$ cat config.mk
export PLATFORM = sky130hd
export DESIGN_NAME = shift_burst_sched
export DESIGN_NICKNAME = d
export VERILOG_FILES = /design/src/rtl/vm_pkg.sv /design/src/rtl/rr_arbiter.sv /design/src/rtl/shifter.sv /design/src/rtl/shift_burst_sched.sv
export SDC_FILE = /design/constraint.sdc
export NUM_CORES = 1
export LEC_CHECK = 0
export CAP_MARGIN = 20
export CORE_UTILIZATION = 40
export CTS_CLUSTER_DIAMETER = 100
export DETAILED_ROUTE_END_ITERATION = 6
export PLACE_DENSITY_LB_ADDON = 0.12
export SYNTH_ARGS = -nofsm -noshare
export SYNTH_HDL_FRONTEND = slang
export SYNTH_HIERARCHICAL = 1
export SYNTH_SLANG_ARGS = --single-unit
$ cat constraint.sdc
create_clock -name clk -period 2.6 [get_ports clk]
set_input_delay 0.26 -clock clk [delete_from_list [all_inputs] [get_ports clk]]
set_output_delay 0.26 -clock clk [all_outputs]
set_load 0.1 [all_outputs]
$ cat src/rtl/vm_pkg.sv
`default_nettype none
// ============================================================================
//  Module      : vm_pkg
//  Description : Shared types, constants and helpers for the Vector Machine
//                shift burst scheduler.
//  Revision    : 1.0 - initial release
// ============================================================================
package vm_pkg;

    localparam int WORD_SIZE_DEF = 24;
    localparam int EXP_W         = 8;

    typedef enum logic [0:0] {
        IDLE  = 1'b0,
        BURST = 1'b1
    } sched_state_t;

    // Width of an index into n items; never narrower than one bit.
    function automatic int id_w(input int n);
        return (n > 1) ? $clog2(n) : 1;
    endfunction

    // Bit position of the (single) set bit in a one-hot vector.
    function automatic int oh2idx(input logic [31:0] oh);
        int idx;
        idx = 0;
        for (int i = 0; i < 32; i++) begin
            if (oh[i]) idx = i;
        end
        return idx;
    endfunction

endpackage : vm_pkg
`default_nettype wire

$ cat src/rtl/rr_arbiter.sv
`default_nettype none
// ============================================================================
//  Module      : rr_arbiter
//  Description : Round-robin arbiter. One-hot grant to the first requester
//                after the last granted one, wrapping modulo NUM_REQ.
//  Revision    : 1.0 - initial release
// ============================================================================
module rr_arbiter
    import vm_pkg::*;
#(
    parameter int NUM_REQ = 4,
    parameter int ID_W    = id_w(NUM_REQ)
) (
    input  logic [NUM_REQ-1:0] i_req,
    input  logic [ID_W-1:0]    i_last_grant,
    output logic [NUM_REQ-1:0] o_gnt
);

    int   w_idx;
    logic w_found;

    // Scan from last_grant+1 around the ring; first active request wins.
    always_comb begin
        o_gnt   = '0;
        w_found = 1'b0;
        w_idx   = 0;
        for (int off = 1; off <= NUM_REQ; off++) begin
            w_idx = int'(i_last_grant) + off;
            if (w_idx >= NUM_REQ) w_idx = w_idx - NUM_REQ;
            if (!w_found && i_req[w_idx]) begin
                o_gnt[w_idx] = 1'b1;
                w_found      = 1'b1;
            end
        end
    end

endmodule : rr_arbiter
`default_nettype wire

$ cat src/rtl/shifter.sv
`default_nettype none
// ============================================================================
//  Module      : shifter
//  Description : Combinational logical left shift, truncated to WORD_SIZE.
//                Any shift amount >= WORD_SIZE yields zero.
//  Revision    : 1.0 - initial release
// ============================================================================
module shifter
    import vm_pkg::*;
#(
    parameter int WORD_SIZE = WORD_SIZE_DEF
) (
    input  logic [WORD_SIZE-1:0] i_data,
    input  logic [EXP_W-1:0]     i_exp,
    output logic [WORD_SIZE-1:0] o_data
);

    localparam logic [EXP_W-1:0] c_max_sh = EXP_W'(WORD_SIZE);

    // Explicit zero for oversized shifts keeps the intent visible.
    assign o_data = (i_exp >= c_max_sh) ? '0 : (i_data << i_exp);

endmodule : shifter
`default_nettype wire

$ cat src/rtl/shift_burst_sched.sv
`default_nettype none
// ============================================================================
//  Module      : shift_burst_sched
//  Description : Shares one shifter among NUM_REQ vector lanes. A lane is
//                granted round-robin for a whole burst; its elements stream
//                through the shifter into a registered valid/ready result.
//  Revision    : 1.0 - initial release
// ============================================================================
module shift_burst_sched
    import vm_pkg::*;
#(
    parameter  int WORD_SIZE = WORD_SIZE_DEF,
    parameter  int NUM_REQ   = 4,
    parameter  int MAX_BURST = 16,
    localparam int ID_W      = id_w(NUM_REQ),
    localparam int IDX_W     = id_w(MAX_BURST)
) (
    input  logic                         clk,
    input  logic                         rstn,
    input  logic [NUM_REQ-1:0]           req_valid,
    input  logic [NUM_REQ-1:0]           req_last,
    input  logic [NUM_REQ*WORD_SIZE-1:0] req_data,
    input  logic [NUM_REQ*EXP_W-1:0]     req_exp,
    output logic [NUM_REQ-1:0]           req_ready,
    output logic                         res_valid,
    input  logic                         res_ready,
    output logic [WORD_SIZE-1:0]         res_data,
    output logic [ID_W-1:0]              res_id,
    output logic [IDX_W-1:0]             res_idx,
    output logic                         res_last,
    output logic                         busy
);

    sched_state_t         r_state;
    sched_state_t         w_state_nxt;
    logic [ID_W-1:0]      r_owner;
    logic [ID_W-1:0]      r_last_grant;
    logic [IDX_W-1:0]     r_cnt;
    logic [NUM_REQ-1:0]   w_gnt;
    logic [ID_W-1:0]      w_gnt_id;
    logic [NUM_REQ-1:0]   w_req_ready;

    logic [WORD_SIZE-1:0] w_own_data;
    logic [EXP_W-1:0]     w_own_exp;
    logic [WORD_SIZE-1:0] w_shifted;
    logic                 w_own_valid;
    logic                 w_own_last;
    logic                 w_out_free;
    logic                 w_accept;
    logic                 w_end;

    logic                 r_res_valid;
    logic [WORD_SIZE-1:0] r_res_data;
    logic [ID_W-1:0]      r_res_id;
    logic [IDX_W-1:0]     r_res_idx;
    logic                 r_res_last;

    rr_arbiter #(
        .NUM_REQ (NUM_REQ),
        .ID_W    (ID_W)
    ) u_arb (
        .i_req        (req_valid),
        .i_last_grant (r_last_grant),
        .o_gnt        (w_gnt)
    );

    assign w_gnt_id = ID_W'(oh2idx(32'(w_gnt)));

    // Owner mux feeding the single shared shifter.
    assign w_own_data  = req_data[r_owner*WORD_SIZE +: WORD_SIZE];
    assign w_own_exp   = req_exp[r_owner*EXP_W +: EXP_W];
    assign w_own_valid = req_valid[r_owner];
    assign w_own_last  = req_last[r_owner];

    shifter #(
        .WORD_SIZE (WORD_SIZE)
    ) u_shift (
        .i_data (w_own_data),
        .i_exp  (w_own_exp),
        .o_data (w_shifted)
    );

    // The result register can take a new element if empty or draining now.
    assign w_out_free = !r_res_valid || res_ready;
    assign w_accept   = (r_state == BURST) && w_own_valid && w_out_free;
    assign w_end      = w_own_last || (r_cnt == IDX_W'(MAX_BURST - 1));

    // Next-state and ready decode; only the owner ever sees ready.
    always_comb begin
        w_state_nxt = r_state;
        w_req_ready = '0;
        case (r_state)
            IDLE: begin
                if (|req_valid) w_state_nxt = BURST;
            end
            BURST: begin
                w_req_ready[r_owner] = w_out_free;
                if (w_accept && w_end) w_state_nxt = IDLE;
            end
            default: w_state_nxt = IDLE;
        endcase
    end

    // State register.
    always_ff @(posedge clk or negedge rstn) begin
        if (!rstn) r_state <= IDLE;
        else       r_state <= w_state_nxt;
    end

    // Grant ownership, burst element counter and round-robin pointer.
    always_ff @(posedge clk or negedge rstn) begin
        if (!rstn) begin
            r_owner      <= '0;
            r_cnt        <= '0;
            r_last_grant <= ID_W'(NUM_REQ - 1);
        end else if (r_state == IDLE && (|req_valid)) begin
            r_owner <= w_gnt_id;
            r_cnt   <= '0;
        end else if (w_accept) begin
            r_cnt <= r_cnt + 1'b1;
            if (w_end) r_last_grant <= r_owner;
        end
    end

    // Result register: loads on accept, holds while stalled, empties on drain.
    always_ff @(posedge clk or negedge rstn) begin
        if (!rstn) begin
            r_res_valid <= 1'b0;
            r_res_data  <= '0;
            r_res_id    <= '0;
            r_res_idx   <= '0;
            r_res_last  <= 1'b0;
        end else if (w_accept) begin
            r_res_valid <= 1'b1;
            r_res_data  <= w_shifted;
            r_res_id    <= r_owner;
            r_res_idx   <= r_cnt;
            r_res_last  <= w_end;
        end else if (res_ready) begin
            r_res_valid <= 1'b0;
        end
    end

    assign req_ready = w_req_ready;
    assign res_valid = r_res_valid;
    assign res_data  = r_res_data;
    assign res_id    = r_res_id;
    assign res_idx   = r_res_idx;
    assign res_last  = r_res_last;
    assign busy      = (r_state == BURST) || r_res_valid;

endmodule : shift_burst_sched
`default_nettype wire

==> results of run 1 <==
-- cell type report --
cell class                      instances  area (µm²)  area share
Multi-Input combinational cell        278        3240       0.454
Clock buffer                            5        68.8     0.00964
Inverter                               13        48.8     0.00683
Clock inverter                          2        35.0     0.00491
Timing Repair Buffer                  267        2540       0.356
Tap cell                              136         170      0.0238
Sequential cell                        41        1030       0.144
-- worst max path at each step --
stage | startpoint | end | cells past startpoint
finish | r_owner[0]$_DFFE_PN0P_ | res_data[16]$_DFFE_PN0P_ | 9
global route | r_owner[0]$_DFFE_PN0P_ | res_data[18]$_DFFE_PN0P_ | 11
CTS | r_owner[0]$_DFFE_PN0P_ | res_data[18]$_DFFE_PN0P_ | 9
detailed placement | req_exp[31] | res_data[18]$_DFFE_PN0P_ | 9
global placement | req_exp[31] | res_data[18]$_DFFE_PN0P_ | 9
floorplan | res_valid$_DFFE_PN0P_ | req_ready[1] | 4
-- timing repair --
item                                    4_1_cts  5_1_grt
endpoints found under the setup margin       13       21
endpoints found under the hold margin        23        0
resized for setup                            13       58
hold buffers                                  1        0
setup buffers                                 3        9
pin swaps                                     3       24
cloned                                        1        1
-- power groups by stage --
stage / logic (µW) / clock network [µW] / registers (µW)
after floorplan: 3550 / 0 / 1650
after global placement: 6230 / 0 / 922
after detailed placement: 6290 / 0 / 929
after CTS: 6510 / 521 / 918
after global routing: 7730 / 543 / 936
final: 7310 / 505 / 917
-- worst max-delay path: cells and delay by family (launching register included) --
kind	cells	cell delay, ns
flops	1	0.38
mux	3	1.37
simple gates	1	0.09
compound gates	2	0.37
buf+inv	3	0.41
-- sequential cells by signal, summed over array words and instances (netlist names) --
signal	count
r_cnt	4
res_valid	1
r_owner	2
res_last	1
res_data	24
res_id	2
r_last_grant	2
res_idx	4
r_state	1
-- per-stage QoR --
| step | power, µW | cell area [µm²] | hold slack, ns | setup WS (ns) | util |
|---|---|---|---|---|---|
| after floorplan | 5200 | 4270 | -0.0356 | -0.361 | - |
| after global placement | 7150 | 6530 | 0.279 | -0.187 | 0.639 |
| after detailed placement | 7210 | 6530 | 0.287 | -0.214 | 0.639 |
| after CTS | 7950 | 6760 | 0.496 | -0.0975 | 0.660 |
| after global routing | 9210 | 7140 | 0.513 | -0.216 | 0.698 |
| final | 8730 | 7140 | 0.481 | -0.144 | 0.698 |
-- per-layer routing --
layer | up-vias | global-route usage
met5 | - | 0
met4 | 0 | 0.0745
li1 | 1959 | -
met3 | 27 | 0.0395
met2 | 175 | 0.439
met1 | 2055 | 0.325
==> impl_metrics.yaml, run 1 <==
timing:
  fin_crit_sh: 1.06
  clock_skew_ns: 0.0127
  period_minus_slack_ns: 2.74
  hold_viol: 0
  setup_viol: 11
  rsz0062_at_grt: "true"
  relSlewSlack: 0.623
  final_max_slew_viol_count: 0
  setup_ws_ns: -0.144
  max_freq_mhz: 364
  worst_pin_slew_ns: 0.562
  setup_tns_ns: -0.632
power:
  clkPwrFrac: 0.058
  powerDensity_nw_per_um2: 1220
  p_switching_uw: 4320
  ir_worst_vdd_mv: 0.604
  p_sw_frac: 0.495
  combPwrFrac: 0.837
  p_int_uw: 4410
  p_leak_uw: 0.00291
  p_seq_frac: 0.105
routing:
  dr_wl_met2_mm: 7.07
  dr_wl_met3_um: 779
  wl_met1_mm: 5.88
  drc: 0
  drt-pass1-iter-count: 4
  top_layer_used: "met4"
  vias_per_cell: 5.68
  drtIter0Drc: 161
  route.antenna.remaining_nets: 0
  post_drt_wl_per_cell_um: 19.0
  wirelength_mm: 14.1
  via_count: 4216
global_routing:
  grt_max_degree: 26
  antenna_found_initial: 0
  overflow: 0
  grt_pass1_vias: 4315
  grt_usage: 0.254
  grt_pass1_wl_mm: 22.0
clocking:
  numCtsBuffers: 5
  clockBufferDepth: 2
  h-tree-depth: 2
  clk_pin_slew_ns: 0.09
  cts-root-buf: "clkbuf_8"
  clock_sinks: 41
  cts_tree: "yes"
  clk_latency_ns: 0.30
floorplanning:
  core-area_um2: 10200
  rows: 37
  die_w_um: 104
  dieArea_um2: 10900
  ios: 176
  die_y_um: 104
  start_util: 0.410
outcome:
  violations: "setup timing"
  status: "finished, violations left"
synth:
  synth_cells: 367
  ys_warn_count: 6
  synth_nets: 514
  syn-cell-area_um2: 4190
  synth_area_per_cell_um2: 11.4
critical_path:
  path_cells: "buf_12 > buf_8 > buf_4 > mux4_2 > mux4_2 > a22o_1 > nand2_1 > a31oi_2 > mux2_4"
  worst_setup_path_start_kind: "flip-flop"
  crit_path_end_kind: "flip-flop"
  worstPathRequired_ns: 2.78
  r2r_setup_slack_ns: -0.14
  r2r-end: "res_data[16]$_DFFE_PN0P_"
  crit_slowest_cell: "mux4_2"
  r2r-start: "r_owner[0]$_DFFE_PN0P_"
  crit_type: "reg2reg"
  crit_fanout: 8
  slowest_delay_ns: 0.58
  arrival_ns: 2.92
  cpMostUsedCell: "mux4_2"
  r2r_cells: 9
layout:
  fill_cells: 771
  area_growth_pct: 70.3
  diodes: 0
  drive_above_1_share: 0.449
  layout.nets: 753
  mostFrequentLayoutCells: "clkdlybuf4s50_1, buf_4, mux4_2, dfrtp_1, mux2_4"
  layout_commonest_cell: "clkdlybuf4s50_1"
  fin_cells: 742
worst_hold_path:
  hold_class: "in2async"
placed_design:
  globalplace.congestion: 0.928
  dp.cells: 720
  hpwl_mm: 11.2
  io_buffers: 175
run:
  cap_violations: 0
Note: power is estimated with default switching activity, not from simulation.
==> inputs of run 2 (changes only) <==
==> constraint.sdc (replaced) <==
create_clock -name clk -period 2.6 [get_ports clk]
set_input_delay 0.52 -clock clk [delete_from_list [all_inputs] [get_ports clk]]
set_output_delay 0.52 -clock clk [all_outputs]
set_load 0.1 [all_outputs]
==> impl_metrics.yaml, run 2 (synthesis results as in run 1) <==
critical_path:
  r2r-start: "r_owner[0]$_DFFE_PN0P_"
  r2r_setup_slack_ns: -0.08
  worstPathRequired_ns: 2.79
  crit_fanout: 12
  worst_setup_path_start_kind: "flip-flop"
  arrival_ns: 2.87
  r2r-end: "res_data[21]$_DFFE_PN0P_"
  r2r_cells: 9
  crit_path_end_kind: "flip-flop"
  crit_type: "reg2reg"
timing:
  max_freq_mhz: 373
  fin_crit_sh: 1.03
  hold_viol: 0
  worst_pin_slew_ns: 0.936
  rsz0062_at_grt: "true"
  setup_tns_ns: -0.471
  setup_ws_ns: -0.0818
  period_minus_slack_ns: 2.68
  relSlewSlack: 0.376
  setup_viol: 11
  clock_skew_ns: 0.00476
  final_max_slew_viol_count: 0
global_routing:
  antenna_found_initial: 0
  overflow: 0
  grt_pass1_wl_mm: 22.2
  grt_max_degree: 42
  grt_pass1_vias: 4246
  grt_usage: 0.255
routing:
  route.antenna.remaining_nets: 0
  drtIter0Drc: 253
  via_count: 4332
  post_drt_wl_per_cell_um: 19.3
  drc: 0
  wirelength_mm: 14.4
  drt-pass1-iter-count: 4
  vias_per_cell: 5.78
power:
  ir_worst_vdd_mv: 0.583
  p_leak_uw: 0.00297
  powerDensity_nw_per_um2: 1250
layout:
  layout_commonest_cell: "clkdlybuf4s50_1"
  post-route-cell-area_um2: 7330
  mostFrequentLayoutCells: "clkdlybuf4s50_1, buf_4, mux4_2, dfrtp_1, mux2_4"
  largest_register_ff_count: 24
  area_growth_pct: 74.9
  layout.nets: 760
  drive_above_1_share: 0.472
  diodes: 0
  fill_cells: 716
floorplanning:
  die_w_um: 104
  rows: 37
  die_y_um: 104
  ios: 176
  core-area_um2: 10200
  start_util: 0.410
  dieArea_um2: 10900
clocking:
  holdBufCountCts: 0
  clock_sinks: 41
  h-tree-depth: 2
  clk_pin_slew_ns: 0.08
  clk_latency_ns: 0.29
  clockBufferDepth: 2
  cts-root-buf: "clkbuf_8"
  numCtsBuffers: 5
  cts_tree: "yes"
outcome:
  status: "finished, violations left"
  violations: "setup timing"
placed_design:
  globalplace.congestion: 0.930
  hpwl_mm: 11.4
  dpl_cell_area_um2: 6560
  io_buffers: 175
  pre_cts_ws_ns: -0.469
worst_hold_path:
  hold_class: "in2async"
run:
  cap_violations: 0
## run 2: cell count changes in the layout (fill, tap and decap cells not counted), moves of 4 or more
cell,previous run,this run
buf_4,107,112
o22ai_1,10,5
mux2i_1,16,12
mux2i_4,3,11
mux2i_2,9,5
o22ai_2,6,10
## run 2: metrics by stage
stage / hold slack (ns) / total power [µW] / std cells / util
after CTS: 0.375 / 7990 / 736 / 0.660
after floorplan: 0.224 / 5180 / 367 / -
after global routing: 0.419 / 9660 / 750 / 0.717
after detailed placement: 0.488 / 7280 / 726 / 0.641
final: 0.364 / 9180 / 750 / 0.717
after global placement: 0.482 / 7230 / 726 / 0.641
## run 2: how the worst max path moves through the flow
stage / start / end / slack [ns] / cells after the start
floorplan: r_owner[0]$_DFFE_PN0P_ / res_data[16]$_DFFE_PN0P_ / -0.05 / 10
global placement: req_exp[24] / res_data[22]$_DFFE_PN0P_ / -0.44 / 9
detailed placement: req_exp[30] / res_data[22]$_DFFE_PN0P_ / -0.47 / 8
CTS: r_owner[0]$_DFFE_PN0P_ / res_data[17]$_DFFE_PN0P_ / -0.07 / 9
global route: r_owner[0]$_DFFE_PN0P_ / res_data[19]$_DFFE_PN0P_ / -0.14 / 10
finish: r_owner[0]$_DFFE_PN0P_ / res_data[21]$_DFFE_PN0P_ / -0.08 / 9
## run 2: layout make-up
type	count	area, µm²	area share
clock inverters	1	30.0	0.00410
clock buffers	7	86.3	0.0118
repair buffers	274	2600	0.354
flip-flops and latches	41	1030	0.141
inverters	13	52.6	0.00717
well taps	136	170	0.0232
multi-input cells	278	3360	0.459
## run 2: per-layer routing
| layer | vias up | GRT usage | share of wire |
|---|---|---|---|
| li1 | 1988 | - | - |
| met5 | - | 0 | 0 |
| met3 | 28 | 0.0395 | 0.053 |
| met1 | 2151 | 0.330 | 0.41 |
| met4 | 0 | 0.0612 | 0.018 |
| met2 | 165 | 0.445 | 0.52 |
## run 2: power by group
group / total, µW / switching, µW / internal [µW]
sequential: 961 / 153 / 808
clock: 537 / 224 / 313
combinational: 7680 / 4150 / 3540
total: 9180 / 4520 / 4660
## run 2: timing repair
| action | CTS | global route |
|---|---|---|
| gates cloned | 0 | 2 |
| pin swaps | 3 | 15 |
| buffers inserted | 2 | 12 |
| setup endpoints to repair | 14 | 24 |
| gates resized for setup | 17 | 86 |
## run 2: worst max-delay path, stage by stage (launching register included)
cell     delay [ns]
dfrtp_2        0.43
buf_12         0.15
mux4_2         0.54
buf_12         0.16
buf_12         0.15
mux2_2         0.29
a32o_2         0.30
a32oi_1        0.17
a21oi_1        0.10
mux2_4         0.27
==> edit 1: new RTL, flow settings as in run 2 <==
Change the parameter `MAX_BURST` from 16 to 15.
--- a/src/rtl/shift_burst_sched.sv
+++ b/src/rtl/shift_burst_sched.sv
@@ -13,3 +13,3 @@
     parameter  int NUM_REQ   = 4,
-    parameter  int MAX_BURST = 16,
+    parameter  int MAX_BURST = 15,
     localparam int ID_W      = id_w(NUM_REQ),
Function: no difference found for any inputs over 4 cycles, from zero or initial values and one cycle with rstn low; that may be too few to reach the edited logic, so the function may still have changed.
==> edit 1 against run 2 <==
Core utilization rose by 0.25 points; highest routed layer unchanged; sequential cell count stayed put; non-clock buffer count down 13; cell area shrank 2.8%; wire length shrank 1.5%; worst hold slack got worse by 0.11 ns; worst setup slack lost 0.047 ns; combinational power down 3.9%; largest cell class unchanged; clock power fell by 18%; area after synthesis decreased by 1.4%; die area decreased by 1.3%; largest power group unchanged; the flow still finishes with violations (setup timing); total power shrank 4.5%; sequential power decreased by 1%.
==> edit 1: results (changes against run 2) <==
Power and ir drop:
- The highest ir drop seen on vdd was 0.6091 mV (+4.5%).
- The clock share of power came to 5.0% (-0.8 points).
- The portion of total power attributed to combinational logic is 84.1% (+0.4 points).
- The reported leakage power was 2.844 nW (-4.3%).
- The power density relative to cell area is 1230 nW/um^2 (-1.8%).
- The net switching power figure is 0.004460 W (-1.4%).

Detailed routing:
- The sum of routed wire segments on met1 was 5.811 mm (-2.7%).
- The detailed-route via count is 4,344 (+0.28%).
- The iteration-0 DRC count of the detailed router is 281 (+11%).
- The detailed router used layers up to and including met4.
- The wire length on met2 is 7.213 mm (-3.2%).
- The detail-routed net length per standard cell came to 19.31 um (+0.22%).
- The total length of routed met3 wires is 1.006 mm (+32%).
- The count of TritonRoute iterations in the first routing pass is 5 (+1).

Global route:
- The number of global-route vias before repair was 4,384 (+3.3%).
- The initial antenna violation count is 0 (unchanged).
- The total routing resource utilization after global routing is 25.00% (-0.54 points).
- The pin count of the biggest net entering global routing is 30 (-29%).
- The first-pass GRT wire length was 21.68 mm (-2.1%).

Setup path:
- The endpoint of the most critical setup path is res_data[18]$_DFFE_PN0P_.
- The worst endpoint data arrival time came to 2.97 ns (+0.10 ns).
- The maximum fanout encountered on the critical timing path is 7 (-5).
- The beginning of the critical path is req_exp[22].
- The number of cells traversed by the worst register-to-register path is 7 (-2).
- The start of the worst register-to-register path is r_owner[0]$_DFFE_PN0P_.
- The setup slack on the worst flop-to-flop path is -0.11 ns (-0.03 ns).

STA:
- The setup clock skew after layout is 0.01096 ns (+0.006205 ns).
- The least setup slack across all paths after layout is -0.1288 ns (-0.04701 ns).
- The slew of the pin with the lowest slew margin is 0.7025 ns (-0.2339 ns).
- The count of final setup violators is 10 (-1).

Layout:
- The final antenna diode count came to 0 (unchanged).
- The layout net count is 751 (-1.2%).
- The fraction of final layout cells sized beyond drive strength 1 is 45.86% (-1.4 points).

Place:
- The area after detailed placement came to 6396 um^2 (-2.5%).
- The detailed placer's ending HPWL is 10.78 mm (-5.8%).
- The number of I/O port buffers was 175 (unchanged).
- The final weighted congestion of routability-driven global placement is 0.8790 (-5.4%).

Synth:
- The net count after synthesis is 519 (+0.97%).
- The yosys synthesis warning count is 6 (unchanged).

Hold path:
- The worst hold path belongs to the class in -> async.

Clock network:
- The buffer type at the clock tree root is sky130_fd_sc_hd__clkbuf_8.
- The clock-pin slew on the worst setup and hold paths came to 0.08 ns (about the same).
- The deepest level of the CTS H-tree is 2 (unchanged).

Status:
- The checks that failed: setup timing.
- The run finished, with violations left.
[edit 1: through the flow]
step	std cells	worst slack [ns]	setup TNS (ns)	utilization (%)	hold slack, ns
after floorplan	371	-0.05046	-0.06502	-	0.2244
after global routing	737	-0.2055	-1.216	71.92	0.2997
after global placement	720	-0.4132	-6.342	64.55	0.4769
final	737	-0.1288	-0.3893	71.92	0.2550
after detailed placement	720	-0.4152	-6.709	64.55	0.4845
after CTS	731	-0.03457	-0.1107	66.41	0.2781
[edit 1: metal layers]
metal  GRT usage [%]  vias to the layer above
met3           3.902                       24
li1                -                     1964
met2           42.76                      247
met1           32.96                     2109
met5               0                        -
met4           6.531                        0
[edit 1: timing repair]
item	4_1_cts	5_1_grt
cloned	1	3
setup buffers	2	3
pin swaps	2	19
setup endpoints to repair	16	20
gates resized for setup	15	81
[edit 1: layout make-up]
cell class	instances	area (um^2)
Tap cell	133	166.4
Clock inverter	1	7.507
Inverter	13	48.80
Sequential cell	41	1035
Multi-Input combinational cell	281	3287
Timing Repair Buffer	261	2496
Clock buffer	7	86.33
Fill cell	710	2783
[edit 1: worst max-delay path: stages]
cell	delay (ns)
sky130_fd_sc_hd__clkdlybuf4s50_1	0.40
sky130_fd_sc_hd__mux4_2	0.53
sky130_fd_sc_hd__or3b_4	0.47
sky130_fd_sc_hd__buf_4	0.19
sky130_fd_sc_hd__o22ai_2	0.24
sky130_fd_sc_hd__a22oi_2	0.13
sky130_fd_sc_hd__a31oi_1	0.27
sky130_fd_sc_hd__mux2_2	0.21
==> edit 2: new RTL, settings of run 2 <==
Made on the original files. Reset style: synchronous (`rstn`), changed in 3 clocked blocks.
--- a/src/rtl/shift_burst_sched.sv
+++ b/src/rtl/shift_burst_sched.sv
@@ -104,3 +104,3 @@
     // State register.
-    always_ff @(posedge clk or negedge rstn) begin
+    always_ff @(posedge clk) begin
         if (!rstn) r_state <= IDLE;
@@ -110,3 +110,3 @@
     // Grant ownership, burst element counter and round-robin pointer.
-    always_ff @(posedge clk or negedge rstn) begin
+    always_ff @(posedge clk) begin
         if (!rstn) begin
@@ -125,3 +125,3 @@
     // Result register: loads on accept, holds while stalled, empties on drain.
-    always_ff @(posedge clk or negedge rstn) begin
+    always_ff @(posedge clk) begin
         if (!rstn) begin
Check against the original RTL: differs if rstn is asserted again (counterexample within 4 cycles, from zero or initial values and one cycle with rstn low); with rstn held inactive, the same outputs for 4 cycles.
==> edit 2 against run 2 <==
The run still ends with setup timing left; sequential cell count did not move; first-iteration DRC count up 47%; area after synthesis rose by 6.4%; worst hold slack gained 0.14 ns; total power down 30%; count of clock-buffer cells in the layout shrank 2; worst setup slack gained 0.029 ns; cell area increased by 4.7%; non-clock buffer count down 5; wire length rose by 8.1%; critical path type unchanged; critical endpoint is now res_data[19]$_SDFFE_PN0P_.
==> edit 2: results (changes against run 2) <==
Status:
- The flow ran to the end, but the final reports show violations.
- The checks that failed: setup timing.

Detailed routing:
- The wire length after detailed routing came to 15.61 mm (+8.1%).
- The iteration-0 DRC count of the detailed router came to 372 (+47%).
- The count of TritonRoute iterations in the first routing pass was 5 (+1).
- The detailed-route via count is 5,024 (+16%).

Place:
- The detailed placer's ending HPWL came to 11.90 mm (+4.0%).
- The final weighted congestion of routability-driven global placement is 0.9026 (-2.9%).
- The number of I/O port buffers came to 175 (unchanged).

Layout:
- The fraction of final layout cells sized beyond drive strength 1 came to 37.71% (-9.5 points).
- The layout net count is 862 (+13%).
- The filler cell count is 831 (+16%).

Global route:
- The first-pass GRT wire length is 24.56 mm (+11%).
- The pin count of the biggest net entering global routing is 74 (+76%).
- The initial antenna violation count is 1 (+1).
- The total routing resource utilization after global routing was 26.74% (+1.2 points).
- The number of global-route vias before repair was 4,918 (+16%).

Power and ir drop:
- The highest ir drop seen on vdd is 0.4902 mV (-16%).
- The reported leakage power came to 2.762 nW (-7.1%).

Setup path:
- The maximum fanout encountered on the critical timing path was 6 (-6).
- The worst endpoint data arrival time came to 2.87 ns (about the same).

Hold path:
- The path class of the lowest-slack min-delay path is reg -> reg.

STA:
- The count of final setup violators was 10 (-1).
- The worst slew margin relative to its limit came to 56.20% (+19 points).
- The setup clock skew after layout is 0.006407 ns (+0.001649 ns).
- The least setup slack across all paths after layout is -0.05281 ns (+0.02898 ns).

Clock network:
- The worst-case clock buffer depth was 2 (unchanged).
- The deepest level of the CTS H-tree is 2 (unchanged).
- The insertion delay of the later-clocked pin in the worst-skew pair was 0.29 ns (about the same).
- The buffer type at the clock tree root is sky130_fd_sc_hd__clkbuf_8.

Synth:
- The net count after synthesis was 644 (+25%).
==> edit 2: stage by stage <==
stage          instances  TNS [ns]  cell area, um^2  setup slack (ns)  util (%)
4_1_cts              854   -0.1765             7383          -0.04533     68.11
3_5_place_dp         837    -10.39             6778           -0.5361     62.52
5_1_grt              857    -2.126             7677           -0.1788     70.82
6_report             857   -0.3367             7677          -0.05281     70.82
3_3_place_gp         837    -9.827             6778           -0.5601     62.52
2_1_floorplan        497  -0.09178             4539          -0.06863         -
==> edit 2: power breakdown <==
part	switching, W	internal [W]	total (W)
clock network	0.000226	0.000186	0.000412
logic	0.00271	0.00253	0.00524
registers	0.0000680	0.000676	0.000744
==> edit 2: layout make-up <==
type,instances,area (um^2),share of cell area [%]
clock buffers,5,68.82,0.8963
multi-input cells,353,3774,49.15
clock inverters,3,16.27,0.2119
well taps,140,175.2,2.282
repair buffers,269,2643,34.42
inverters,45,168.9,2.200
flip-flops and latches,41,829.5,10.81
diodes,1,2.502,0.03259
==> edit 2: final timing paths <==
check / from / end / slack [ns] / depth (start not counted)
max: r_owner[0]$_SDFFE_PN0P_ / res_data[19]$_SDFFE_PN0P_ / -0.05 / 10
min: r_cnt[1]$_SDFFE_PP0P_ / res_idx[1]$_SDFFE_PN0P_ / 0.50 / 2
min reg2reg: r_cnt[1]$_SDFFE_PP0P_ / res_idx[1]$_SDFFE_PN0P_ / 0.50 / 2
max reg2reg: r_owner[0]$_SDFFE_PN0P_ / res_data[19]$_SDFFE_PN0P_ / -0.05 / 10
==> edit 2: what timing repair did <==
item                       4_1_cts  5_1_grt
hold endpoints to repair         0        0
cloned                           3        1
resized for setup               87       54
pin swaps                       30       42
setup endpoints to repair       23       25
setup buffers                    9        2
==> edit 2: worst max-delay path: stages (launching register included) <==
cell and delay, ns:
sky130_fd_sc_hd__dfxtp_4 0.40, sky130_fd_sc_hd__buf_12 0.12, sky130_fd_sc_hd__buf_12 0.10, sky130_fd_sc_hd__mux4_2 0.54
sky130_fd_sc_hd__or3_4 0.44, sky130_fd_sc_hd__buf_8 0.17, sky130_fd_sc_hd__o221ai_4 0.17, sky130_fd_sc_hd__o211ai_1 0.14
sky130_fd_sc_hd__a31oi_1 0.22, sky130_fd_sc_hd__nand4_1 0.12, sky130_fd_sc_hd__a21oi_1 0.16
==> edit 2: routing by layer <==
layer | vias to the layer above | share of wire, % | track usage [%]
li1 | 2404 | - | -
met2 | 184 | 51 | 48.44
met4 | 0 | 1.8 | 5.577
met5 | - | 0 | 0
met3 | 23 | 5.4 | 3.874
met1 | 2413 | 42 | 33.41
